<file path="src/rtl/mcs51_uart_boot_loader_if.sv">
// Code memory write port driven by the UART boot loader.
interface mcs51_uart_boot_loader_if;
  logic        code_we;
  logic [15:0] code_waddr;
  logic [7:0]  code_wdata;

  modport master (
    output code_we,
    output code_waddr,
    output code_wdata
  );

  modport slave (
    input code_we,
    input code_waddr,
    input code_wdata
  );
endinterface

</file>
<file path="src/rtl/mcs51_uart_boot_loader.sv">
// Holds the MCS-51 core in reset while an image arrives over 8N1 UART, writes it into
// code memory, verifies the additive checksum and then releases the core.
module mcs51_uart_boot_loader #(
  parameter int unsigned CODE_SIZE    = 4096,
  parameter int unsigned CLKS_PER_BIT = 868,
  parameter logic [7:0]  SYNC_BYTE    = 8'h55
) (
  input  logic                            clk,
  input  logic                            reset_n,
  input  logic                            boot_en,
  input  logic                            rxd,
  mcs51_uart_boot_loader_if.master        code_wr,
  output logic                            core_reset_n,
  output logic                            boot_done,
  output logic                            boot_error
);

  localparam int unsigned CntW = $clog2(CLKS_PER_BIT);
  localparam logic [CntW-1:0] BitLast  = CntW'(CLKS_PER_BIT - 1);
  localparam logic [CntW-1:0] HalfLast = CntW'(CLKS_PER_BIT / 2 - 1);
  localparam logic [16:0]     CodeSizeW = 17'(CODE_SIZE);

  typedef enum logic [2:0] {RxWaitHigh, RxIdle, RxStart, RxData, RxStop} rx_state_e;
  typedef enum logic [2:0] {
    StInit, StWaitSync, StLenHi, StLenLo, StData, StChk, StDone, StError
  } st_e;

  // rxd synchronizer
  logic rxd_meta_q, rxd_s_q;
  always_ff @(posedge clk or negedge reset_n) begin
    if (!reset_n) begin
      rxd_meta_q <= 1'b1;
      rxd_s_q    <= 1'b1;
    end else begin
      rxd_meta_q <= rxd;
      rxd_s_q    <= rxd_meta_q;
    end
  end

  rx_state_e       rx_state_q, rx_state_d;
  logic [CntW-1:0] rx_cnt_q, rx_cnt_d;
  logic [2:0]      rx_bit_q, rx_bit_d;
  logic [7:0]      rx_shift_q, rx_shift_d;
  logic            byte_valid_q, byte_valid_d;
  logic            frame_err_q, frame_err_d;

  // Starting in RxWaitHigh keeps a character interrupted by reset from being decoded.
  always_ff @(posedge clk or negedge reset_n) begin
    if (!reset_n) begin
      rx_state_q   <= RxWaitHigh;
      rx_cnt_q     <= '0;
      rx_bit_q     <= '0;
      rx_shift_q   <= '0;
      byte_valid_q <= 1'b0;
      frame_err_q  <= 1'b0;
    end else begin
      rx_state_q   <= rx_state_d;
      rx_cnt_q     <= rx_cnt_d;
      rx_bit_q     <= rx_bit_d;
      rx_shift_q   <= rx_shift_d;
      byte_valid_q <= byte_valid_d;
      frame_err_q  <= frame_err_d;
    end
  end

  always_comb begin
    rx_state_d   = rx_state_q;
    rx_cnt_d     = rx_cnt_q;
    rx_bit_d     = rx_bit_q;
    rx_shift_d   = rx_shift_q;
    byte_valid_d = 1'b0;
    frame_err_d  = 1'b0;
    unique case (rx_state_q)
      RxWaitHigh: if (rxd_s_q) rx_state_d = RxIdle;
      RxIdle: begin
        if (!rxd_s_q) begin
          rx_state_d = RxStart;
          rx_cnt_d   = '0;
        end
      end
      RxStart: begin
        if (rx_cnt_q == HalfLast) begin
          rx_cnt_d   = '0;
          rx_bit_d   = '0;
          rx_state_d = rxd_s_q ? RxIdle : RxData;
        end else begin
          rx_cnt_d = rx_cnt_q + 1'b1;
        end
      end
      RxData: begin
        if (rx_cnt_q == BitLast) begin
          rx_cnt_d   = '0;
          rx_shift_d = {rxd_s_q, rx_shift_q[7:1]};
          rx_bit_d   = rx_bit_q + 1'b1;
          if (rx_bit_q == 3'd7) rx_state_d = RxStop;
        end else begin
          rx_cnt_d = rx_cnt_q + 1'b1;
        end
      end
      RxStop: begin
        if (rx_cnt_q == BitLast) begin
          rx_cnt_d = '0;
          if (rxd_s_q) begin
            byte_valid_d = 1'b1;
            rx_state_d   = RxIdle;
          end else begin
            frame_err_d = 1'b1;
            rx_state_d  = RxWaitHigh;
          end
        end else begin
          rx_cnt_d = rx_cnt_q + 1'b1;
        end
      end
      default: rx_state_d = RxWaitHigh;
    endcase
  end

  st_e         st_q, st_d;
  logic [7:0]  len_hi_q, len_hi_d;
  logic [15:0] remaining_q, remaining_d;
  logic [7:0]  sum_q, sum_d;
  logic [15:0] waddr_q, waddr_d;
  logic [7:0]  wdata_q, wdata_d;
  logic        we_q, we_d;
  logic        core_rst_n_q, core_rst_n_d;
  logic        done_q, done_d;
  logic        err_q, err_d;

  logic [7:0]  sum_next;
  logic [15:0] len_full;
  assign sum_next = sum_q + rx_shift_q;
  assign len_full = {len_hi_q, rx_shift_q};

  always_ff @(posedge clk or negedge reset_n) begin
    if (!reset_n) begin
      st_q         <= StInit;
      len_hi_q     <= '0;
      remaining_q  <= '0;
      sum_q        <= '0;
      waddr_q      <= '0;
      wdata_q      <= '0;
      we_q         <= 1'b0;
      core_rst_n_q <= 1'b0;
      done_q       <= 1'b0;
      err_q        <= 1'b0;
    end else begin
      st_q         <= st_d;
      len_hi_q     <= len_hi_d;
      remaining_q  <= remaining_d;
      sum_q        <= sum_d;
      waddr_q      <= waddr_d;
      wdata_q      <= wdata_d;
      we_q         <= we_d;
      core_rst_n_q <= core_rst_n_d;
      done_q       <= done_d;
      err_q        <= err_d;
    end
  end

  always_comb begin
    st_d         = st_q;
    len_hi_d     = len_hi_q;
    remaining_d  = remaining_q;
    sum_d        = sum_q;
    wdata_d      = wdata_q;
    we_d         = 1'b0;
    err_d        = err_q;
    core_rst_n_d = core_rst_n_q | (st_q == StDone);
    done_d       = done_q | (st_q == StDone);
    // Address advances the cycle after each strobe, so it equals the length at frame end.
    waddr_d      = we_q ? waddr_q + 16'd1 : waddr_q;
    unique case (st_q)
      StInit: st_d = boot_en ? StWaitSync : StDone;
      StWaitSync: begin
        if (byte_valid_q && rx_shift_q == SYNC_BYTE) begin
          st_d    = StLenHi;
          err_d   = 1'b0;
          sum_d   = '0;
          waddr_d = '0;
        end
      end
      StLenHi: begin
        if (byte_valid_q) begin
          len_hi_d = rx_shift_q;
          sum_d    = sum_next;
          st_d     = StLenLo;
        end
      end
      StLenLo: begin
        if (byte_valid_q) begin
          sum_d       = sum_next;
          remaining_d = len_full;
          if ({1'b0, len_full} > CodeSizeW) st_d = StError;
          else if (len_full == 16'd0)       st_d = StChk;
          else                              st_d = StData;
        end
      end
      StData: begin
        if (byte_valid_q) begin
          we_d        = 1'b1;
          wdata_d     = rx_shift_q;
          sum_d       = sum_next;
          remaining_d = remaining_q - 16'd1;
          if (remaining_q == 16'd1) st_d = StChk;
        end
      end
      StChk: begin
        if (byte_valid_q) st_d = (sum_next == 8'h00) ? StDone : StError;
      end
      StDone: st_d = StDone;
      StError: begin
        err_d = 1'b1;
        st_d  = StWaitSync;
      end
      default: st_d = StInit;
    endcase
    if (frame_err_q && st_q != StInit && st_q != StDone && st_q != StError) begin
      st_d = StError;
      we_d = 1'b0;
    end
  end

  assign code_wr.code_we    = we_q;
  assign code_wr.code_waddr = waddr_q;
  assign code_wr.code_wdata = wdata_q;
  assign core_reset_n       = core_rst_n_q;
  assign boot_done          = done_q;
  assign boot_error         = err_q;

endmodule
</file>
<file path="src/flat_wrapper.sv">
// flat-port wrapper written by rule: the top's interface ports become plain ports
module mcs51_uart_boot_loader_flat 
#(
  parameter int unsigned CODE_SIZE    = 4096,
  parameter int unsigned CLKS_PER_BIT = 868,
  parameter logic [7:0]  SYNC_BYTE    = 8'h55
)
  (clk, reset_n, boot_en, rxd, core_reset_n, boot_done, boot_error, code_wr_code_we, code_wr_code_waddr, code_wr_code_wdata);
  mcs51_uart_boot_loader_if code_wr_i ();
  input  logic clk;
  input  logic reset_n;
  input  logic boot_en;
  input  logic rxd;
  output logic core_reset_n;
  output logic boot_done;
  output logic boot_error;
  output wire logic [$bits(code_wr_i.code_we)-1:0] code_wr_code_we;
  output wire logic [$bits(code_wr_i.code_waddr)-1:0] code_wr_code_waddr;
  output wire logic [$bits(code_wr_i.code_wdata)-1:0] code_wr_code_wdata;
  assign code_wr_code_we = code_wr_i.code_we;
  assign code_wr_code_waddr = code_wr_i.code_waddr;
  assign code_wr_code_wdata = code_wr_i.code_wdata;
  mcs51_uart_boot_loader #(.CODE_SIZE(CODE_SIZE), .CLKS_PER_BIT(CLKS_PER_BIT), .SYNC_BYTE(SYNC_BYTE)) u_core (.clk(clk), .reset_n(reset_n), .boot_en(boot_en), .rxd(rxd), .code_wr(code_wr_i), .core_reset_n(core_reset_n), .boot_done(boot_done), .boot_error(boot_error));
endmodule
</file>
<file path="config.mk">
export PLATFORM = sky130hd
export DESIGN_NAME = mcs51_uart_boot_loader_flat
export DESIGN_NICKNAME = d
export VERILOG_FILES = /design/src/rtl/mcs51_uart_boot_loader_if.sv /design/src/rtl/mcs51_uart_boot_loader.sv /design/src/flat_wrapper.sv
export SDC_FILE = /design/constraint.sdc
export NUM_CORES = 1
export LEC_CHECK = 0
export ABC_CLOCK_PERIOD_IN_PS = 3900
export BUFFER_PORTS_ARGS = -buffer_cell sky130_fd_sc_hd__buf_2
export CAP_MARGIN = 10
export CELL_PAD_IN_SITES_DETAIL_PLACEMENT = 1
export CELL_PAD_IN_SITES_GLOBAL_PLACEMENT = 1
export CORE_MARGIN = 3
export CORE_UTILIZATION = 51
export DETAILED_ROUTE_END_ITERATION = 8
export GPL_ROUTABILITY_DRIVEN = 0
export GPL_TIMING_DRIVEN = 1
export PLACE_DENSITY = 0.87
export SKIP_LAST_GASP = 1
export SLEW_MARGIN = 20
export SYNTH_ARGS = -nofsm -noshare
export SYNTH_HDL_FRONTEND = slang
export SYNTH_SLANG_ARGS = --single-unit
</file>
<file path="constraint.sdc">
create_clock -name clk -period 3.9 [get_ports clk]
set_input_delay 0 -clock clk [delete_from_list [all_inputs] [get_ports clk]]
set_output_delay 0 -clock clk [all_outputs]
set_load 0.02 [all_outputs]
</file>
# ---- Word level (Yosys, flattened, before mapping)
# Cells that the tools add are included.
dict set report word_totals {
  out_inout_bits 28
  register_bits 91
  rom_bits 0
  n_memories 0
  latchBits 0
  ram_bits 0
  word_cells 134
  in_bits 4
}
dict set report op_classes {
  n_addsub 5
  n_eq_ne 34
  div_mod_pow 0
  bitwise_logic 2
  mul 0
  n_lt_le_gt_ge 1
  shifts 0
  reduce_logical 26
  mux 48
}
# op n
set op_table {}
lappend op_table {{16-bit two-way mux} 5}
lappend op_table {{3-bit two-way mux} 17}
lappend op_table {{16-bit one-hot mux with 2 select lines} 1}
lappend op_table {{10-bit two-way mux} 3}
lappend op_table {{10-bit one-hot mux with 3 select lines} 1}
lappend op_table {{3-bit one-hot mux with 8 select lines} 1}
lappend op_table {{3-bit == test, second input constant} 6}
lappend op_table {{2-bit by 1-bit != test with 1-bit output, second input constant} 9}
lappend op_table {{3-bit by 1-bit != test with 1-bit output, second input constant} 6}
lappend op_table {{16-bit by 1-bit adder with 16-bit output, second input constant} 1}
lappend op_table {{16-bit by 1-bit == test with 1-bit output, second input constant} 1}
lappend op_table {{16-bit by 13-bit greater-than comparator with 1-bit output, second input constant} 1}
lappend op_table {{16-bit logical NOT} 1}
lappend op_table {{8-bit two-way mux} 2}
lappend op_table {{8-bit one-hot mux with 2 select lines} 1}
lappend op_table {{16-bit by 1-bit subtractor with 16-bit output, second input constant} 1}
lappend op_table {{3-bit one-hot mux with 5 select lines} 1}
lappend op_table {{1-bit two-way mux} 13}
lappend op_table {{3-bit by 2-bit == test with 1-bit output, second input constant} 4}
lappend op_table {{6-bit AND reduction} 2}
lappend op_table {{10-bit by 1-bit adder with 10-bit output, second input constant} 1}
lappend op_table {{10-bit == test, second input constant} 1}
lappend op_table {{10-bit by 9-bit == test with 1-bit output, second input constant} 1}
lappend op_table {{2-bit AND reduction} 5}
lappend op_table {{other kinds (18)} 31}

# ---- Longest topological paths before layout
dict set report logic_depth {
  depth_word 6
  depth_mapped 9
  ltp_nobuf 8
}

# ---- Least setup slack after synthesis
# OpenSTA, ideal clock, no wires.
dict set report synth_path {
  path_kind {register to register}
  startpoint {register u_core.rx_shift_q[0]}
  endpoint {register u_core.st_q[0]}
  path_stages_with_launch 8
  slack_ns 1.907
  t_arrival_ns 1.861
  cell_sequence {dfrtp_1 ha_1 fa_1 nand3_1 a21boi_0 a311oi_1 nor4bb_1 o211ai_1}
}
dict set report synth_between {
  elab_chain_len 6
  word_cells_on_any_way 15
}
# element line_no
set synth_lines {}
lappend synth_lines {{from (decl)} mcs51_uart_boot_loader.sv:43} ;# logic [7:0] rx_shift_q, rx_shift_d;
lappend synth_lines {{from (signal assigned)} mcs51_uart_boot_loader.sv:60} ;# rx_shift_q <= rx_shift_d;
lappend synth_lines {{8-bit adder or 16-bit logical NOT (tied branches)} {mcs51_uart_boot_loader.sv:131, mcs51_uart_boot_loader.sv:194}}
lappend synth_lines {{8-bit logical NOT or 1-bit two-way mux (tied branches)} {mcs51_uart_boot_loader.sv:208, mcs51_uart_boot_loader.sv:194}}
lappend synth_lines {{1-bit two-way mux or 3-bit two-way mux (tied branches)} {mcs51_uart_boot_loader.sv:208, mcs51_uart_boot_loader.sv:193}}
lappend synth_lines {{3-bit two-way mux, on equally long branches} {mcs51_uart_boot_loader.sv:208, mcs51_uart_boot_loader.sv:190}}
lappend synth_lines {{3-bit one-hot mux with 8 select lines} mcs51_uart_boot_loader.sv:172} ;# unique case (st_q)
lappend synth_lines {{3-bit two-way mux} mcs51_uart_boot_loader.sv:217} ;# if (frame_err_q && st_q != StInit && st_q != StDone && st_q != StError) begin
lappend synth_lines {{to (signal assigned)} mcs51_uart_boot_loader.sv:136} ;# st_q <= StInit;
lappend synth_lines {{to (signal assigned)} mcs51_uart_boot_loader.sv:147} ;# st_q <= st_d;
lappend synth_lines {{to (decl)} mcs51_uart_boot_loader.sv:118} ;# st_e st_q, st_d;
# Parallel ways exist; a longest one is shown, timed or not. The select of a mux whose other input is x is not followed.
# A chain may end at the register's enable or synchronous reset.

# ---- Worst setup path in the final report
dict set report layout_path {
  startpoint {register u_core.st_q[1]}
  endpoint {register u_core.remaining_q[14]}
}
dict set report layout_between {
  elab_chain_len 3
  word_cells_on_any_way 7
}
# element line_no
set layout_lines {}
lappend layout_lines {{3-bit == test or 3-bit by 2-bit == test with 1-bit output (tied branches)} mcs51_uart_boot_loader.sv:172}
lappend layout_lines {{2-bit by 1-bit != test with 1-bit output (no source line) or 2-bit nonzero test (tied branches)} -}
lappend layout_lines {{3-bit AND reduction (no source line)} -}
lappend layout_lines {{to (signal assigned)} mcs51_uart_boot_loader.sv:149} ;# remaining_q <= remaining_d;
lappend layout_lines {{to (decl)} mcs51_uart_boot_loader.sv:120} ;# logic [15:0] remaining_q, remaining_d;
# Parallel ways exist; a longest one is shown, timed or not.

==> impl_metrics.py <==
metrics = {
    "status": {
        "status": "finished clean",
    },
    "sta": {
        "slew_headroom": 0.466,
        "rsz0062_at_grt": "no",
        "setup_viol": 0,
        "worstMarginPinSlew_ps": 798,
        "fin_tns_setup_ps": 0,
        "finalCritPeriodShare": 0.623,
        "finalCriticalPeriod_ps": 2430,
        "clock_skew_ps": 13.3,
        "hold_viol": 0,
        "fmax_ghz": 0.411,
        "slew_violations": 0,
    },
    "die": {
        "start_util": 0.531,
        "dieArea_um2": 10900,
        "core-area_um2": 9330,
        "rows": 35,
        "die_y_um": 105,
        "die_w_um": 105,
        "ioPinCount": 32,
    },
    "setup_path": {
        "critical_path.top_delay_family": "simple AND/OR/NAND/NOR gates",
        "rr_startpoint": "u_core.st_q[1]",
        "endpoint": "u_core.remaining_q[14]",
        "reg2reg_slack_ps": 1470,
        "path_buf_inv": 1,
        "critPathLaunchType": "register",
        "crit_path_top_delay_cell": "dfrtp_1",
        "crit_type": "register to register",
        "crit_path_end_kind": "register",
        "slowest_delay_ps": 690,
        "crit_start": "u_core.st_q[1]",
        "worst_r2r_endpoint": "u_core.remaining_q[14]",
        "ff2ff_path_depth": 7,
        "crit_chain": "nor3b_4 -> buf_4 -> nand2_1 -> nand2_1 -> nand3_1 -> o21ai_0 -> a32oi_1",
        "cp_num_cells": 7,
        "cpMostUsedCell": "nand2_1",
        "worst_ep_required_time_ps": 4120,
        "worstPathMaxFanout": 20,
        "arrival_ps": 2650,
    },
    "pwr": {
        "p_per_area_nw_per_um2": 350,
        "p_leak_nw": 2.59,
        "peakVddDrop_mv": 0.236,
    },
    "synth": {
        "yosysWarnings": 0,
        "ys_ff_latch": 91,
        "syn_avg_cell_area_um2": 9.81,
        "synthMuxAreaShare": 0.0712,
        "seq_area_frac_synth": 0.460,
        "synth_xor_area_frac": 0.0442,
        "yosys.area_share.simple": 0.232,
        "syn-num-nets": 524,
        "async_flop_share": 1.00,
        "synth_common_cells": "89 x dfrtp_1, 79 x nand2_1, 47 x nor2_1",
        "synth_top_area_share": 0.449,
        "post-synth-top-count-cell": "dfrtp_1",
        "netlist_instances": 505,
        "synth_cell_types": 70,
        "synth_flop_cell": "dfrtp_1",
        "synth_compound_area_frac": 0.128,
        "synth_top_family_by_area": "simple AND/OR/NAND/NOR gates",
        "synth_edf_count": 0,
        "synth_area_leaders": "dfrtp_1 45%, nand2_1 6.0%, mux2_2 5.0%, nor2_1 3.6%, ha_1 3.5%",
        "syn_area_um2": 4950,
        "synthAdderAreaFrac": 0.0394,
        "synth_top_cell_by_area": "dfrtp_1",
    },
    "placement": {
        "portBuffers": 31,
        "dp_cells": 650,
        "dpl.hpwl_um": 8790,
    },
    "clocking": {
        "cts.sinks": 91,
        "ctsLongestPathBuffers": 2,
        "htreeDepth": 3,
        "path_clk_slew_ps": 100,
        "clk_latency_ps": 360,
        "clock-root-buffer": "clkbuf_8",
        "cts_tree": "built",
        "cts_made_buffers": 9,
    },
    "detailed_routing": {
        "ant_nets": 0,
        "drt_iter0_drc": 235,
        "first_pass_iters": 4,
        "wl_um": 12800,
        "wire_per_inst_um": 19.2,
        "viasPerCell": 6.01,
        "num_vias": 4007,
        "drc": 0,
    },
    "global_routing": {
        "grt_usage": 0.245,
        "grt_max_degree": 49,
        "first_global_vias": 4369,
        "grt_overflow": 0,
        "antenna_found_initial": 0,
        "grt_first_pass_wirelength_um": 21700,
    },
    "layout": {
        "drive_gt1_frac": 0.178,
        "fin_util": 0.584,
        "area_growth_pct": 9.95,
        "finalNonFillerCells": 667,
        "diodes": 0,
        "finalNetCount": 553,
    },
    "worst_hold_path": {
        "hold_path_class": "input pin to register",
    },
    "flow_run": {
        "max_cap_violations": 0,
    },
}
## worst min-delay path by stage
stage          startpoint                           end  slack, ps  cells after the start
3_3_place_gp      reset_n  u_core.code_wr.code_waddr[8]         60                      1
6_report          boot_en                u_core.st_q[2]        110                      4
3_5_place_dp      reset_n  u_core.code_wr.code_waddr[8]         70                      1
5_1_grt           boot_en                u_core.st_q[2]        110                      4
2_1_floorplan     reset_n              u_core.boot_done       -300                      0
4_1_cts           boot_en                u_core.st_q[2]        100                      4
## area by class of cell
| type | instances | area (µm²) |
|---|---|---|
| fillers | 1074 | 3880 |
| well taps | 129 | 161 |
| repair buffers | 36 | 200 |
| clock inverters | 6 | 95.1 |
| inverters | 10 | 37.5 |
| multi-input cells | 386 | 2550 |
| clock buffers | 9 | 124 |
| flip-flops and latches | 91 | 2280 |
## tightest hold or removal path: cells and delay by family
kind | cells | cell delay (ps)
compound gates | 2 | 270
buf+inv | 1 | 100
simple gates | 1 | 40
## power breakdown
group	leakage, nW	internal (mW)	switching [mW]
registers	1.23	0.981	0.0546
logic	1.25	0.0706	0.0668
clock network	0.111	0.367	0.365
total	2.59	1.42	0.486
## cell families (layout without fill, tap and decap cells)
kind of cell | Yosys count | count (layout)
AOI/OAI and AO/OA | 93 | 93
xor gates and xnor gates | 25 | 25
adders and majority gates | 15 | 15
buffers and inverters | 28 | 61
DFF | 91 | 91
muxes | 32 | 32
and+or+nand+nor | 221 | 221
## what timing repair did
action | CTS | global route
endpoints found under the hold margin | 48 | 0
resized for setup | 0 | 0
hold buffers | 2 | 0
buffers inserted | 0 | 0
## placed cells by master (no fill, tap or decap), drive strengths merged, types with 5 or more instances in the layout
cell type,n
dfrtp,89
nand2,79
nor2,48
buf,34
o21ai,28
mux2,23
nand3,19
a21oi,18
xor2,16
ha,14
inv,14
and3,12
a32oi,11
xnor2,9
mux2i,9
clkbuf,9
nor4,9
nand4,8
nand2b,7
nor3b,7
nor2b,5
a31oi,5
## per-stage QoR
stage	hold slack [ps]	setup slack, ps	power (mW)	area [µm²]
CTS	103	1510	1.92	5450
global route	109	1340	1.99	5450
finish	110	1470	1.90	5450
global placement	59.8	1640	1.18	5210
floorplan	-296	1910	1.14	4950
detailed placement	67.0	1560	1.19	5210
## flip-flops by register name (all words and copies together), names as in the netlist
register                   flops
u_core.boot_done               1
u_core.boot_error              1
u_core.byte_valid_q            1
u_core.code_wr.code_waddr     16
u_core.code_wr.code_wdata      8
u_core.code_wr.code_we         1
u_core.core_reset_n            1
u_core.frame_err_q             1
u_core.len_hi_q                8
u_core.remaining_q            16
u_core.rx_bit_q                3
u_core.rx_cnt_q               10
u_core.rx_shift_q              8
u_core.rx_state_q              3
u_core.rxd_meta_q              1
u_core.rxd_s_q                 1
u_core.st_q                    3
u_core.sum_q                   8
## metal layers
layer / track usage / part of all wire / vias to the layer above
li1: - / - / 1859
met1: 0.308 / 0.43 / 2033
met2: 0.427 / 0.51 / 97
met3: 0.0364 / 0.038 / 18
met4: 0.0902 / 0.018 / 0
met5: 0 / 0 / -
No activity file was read; power rests on OpenSTA's default activity.
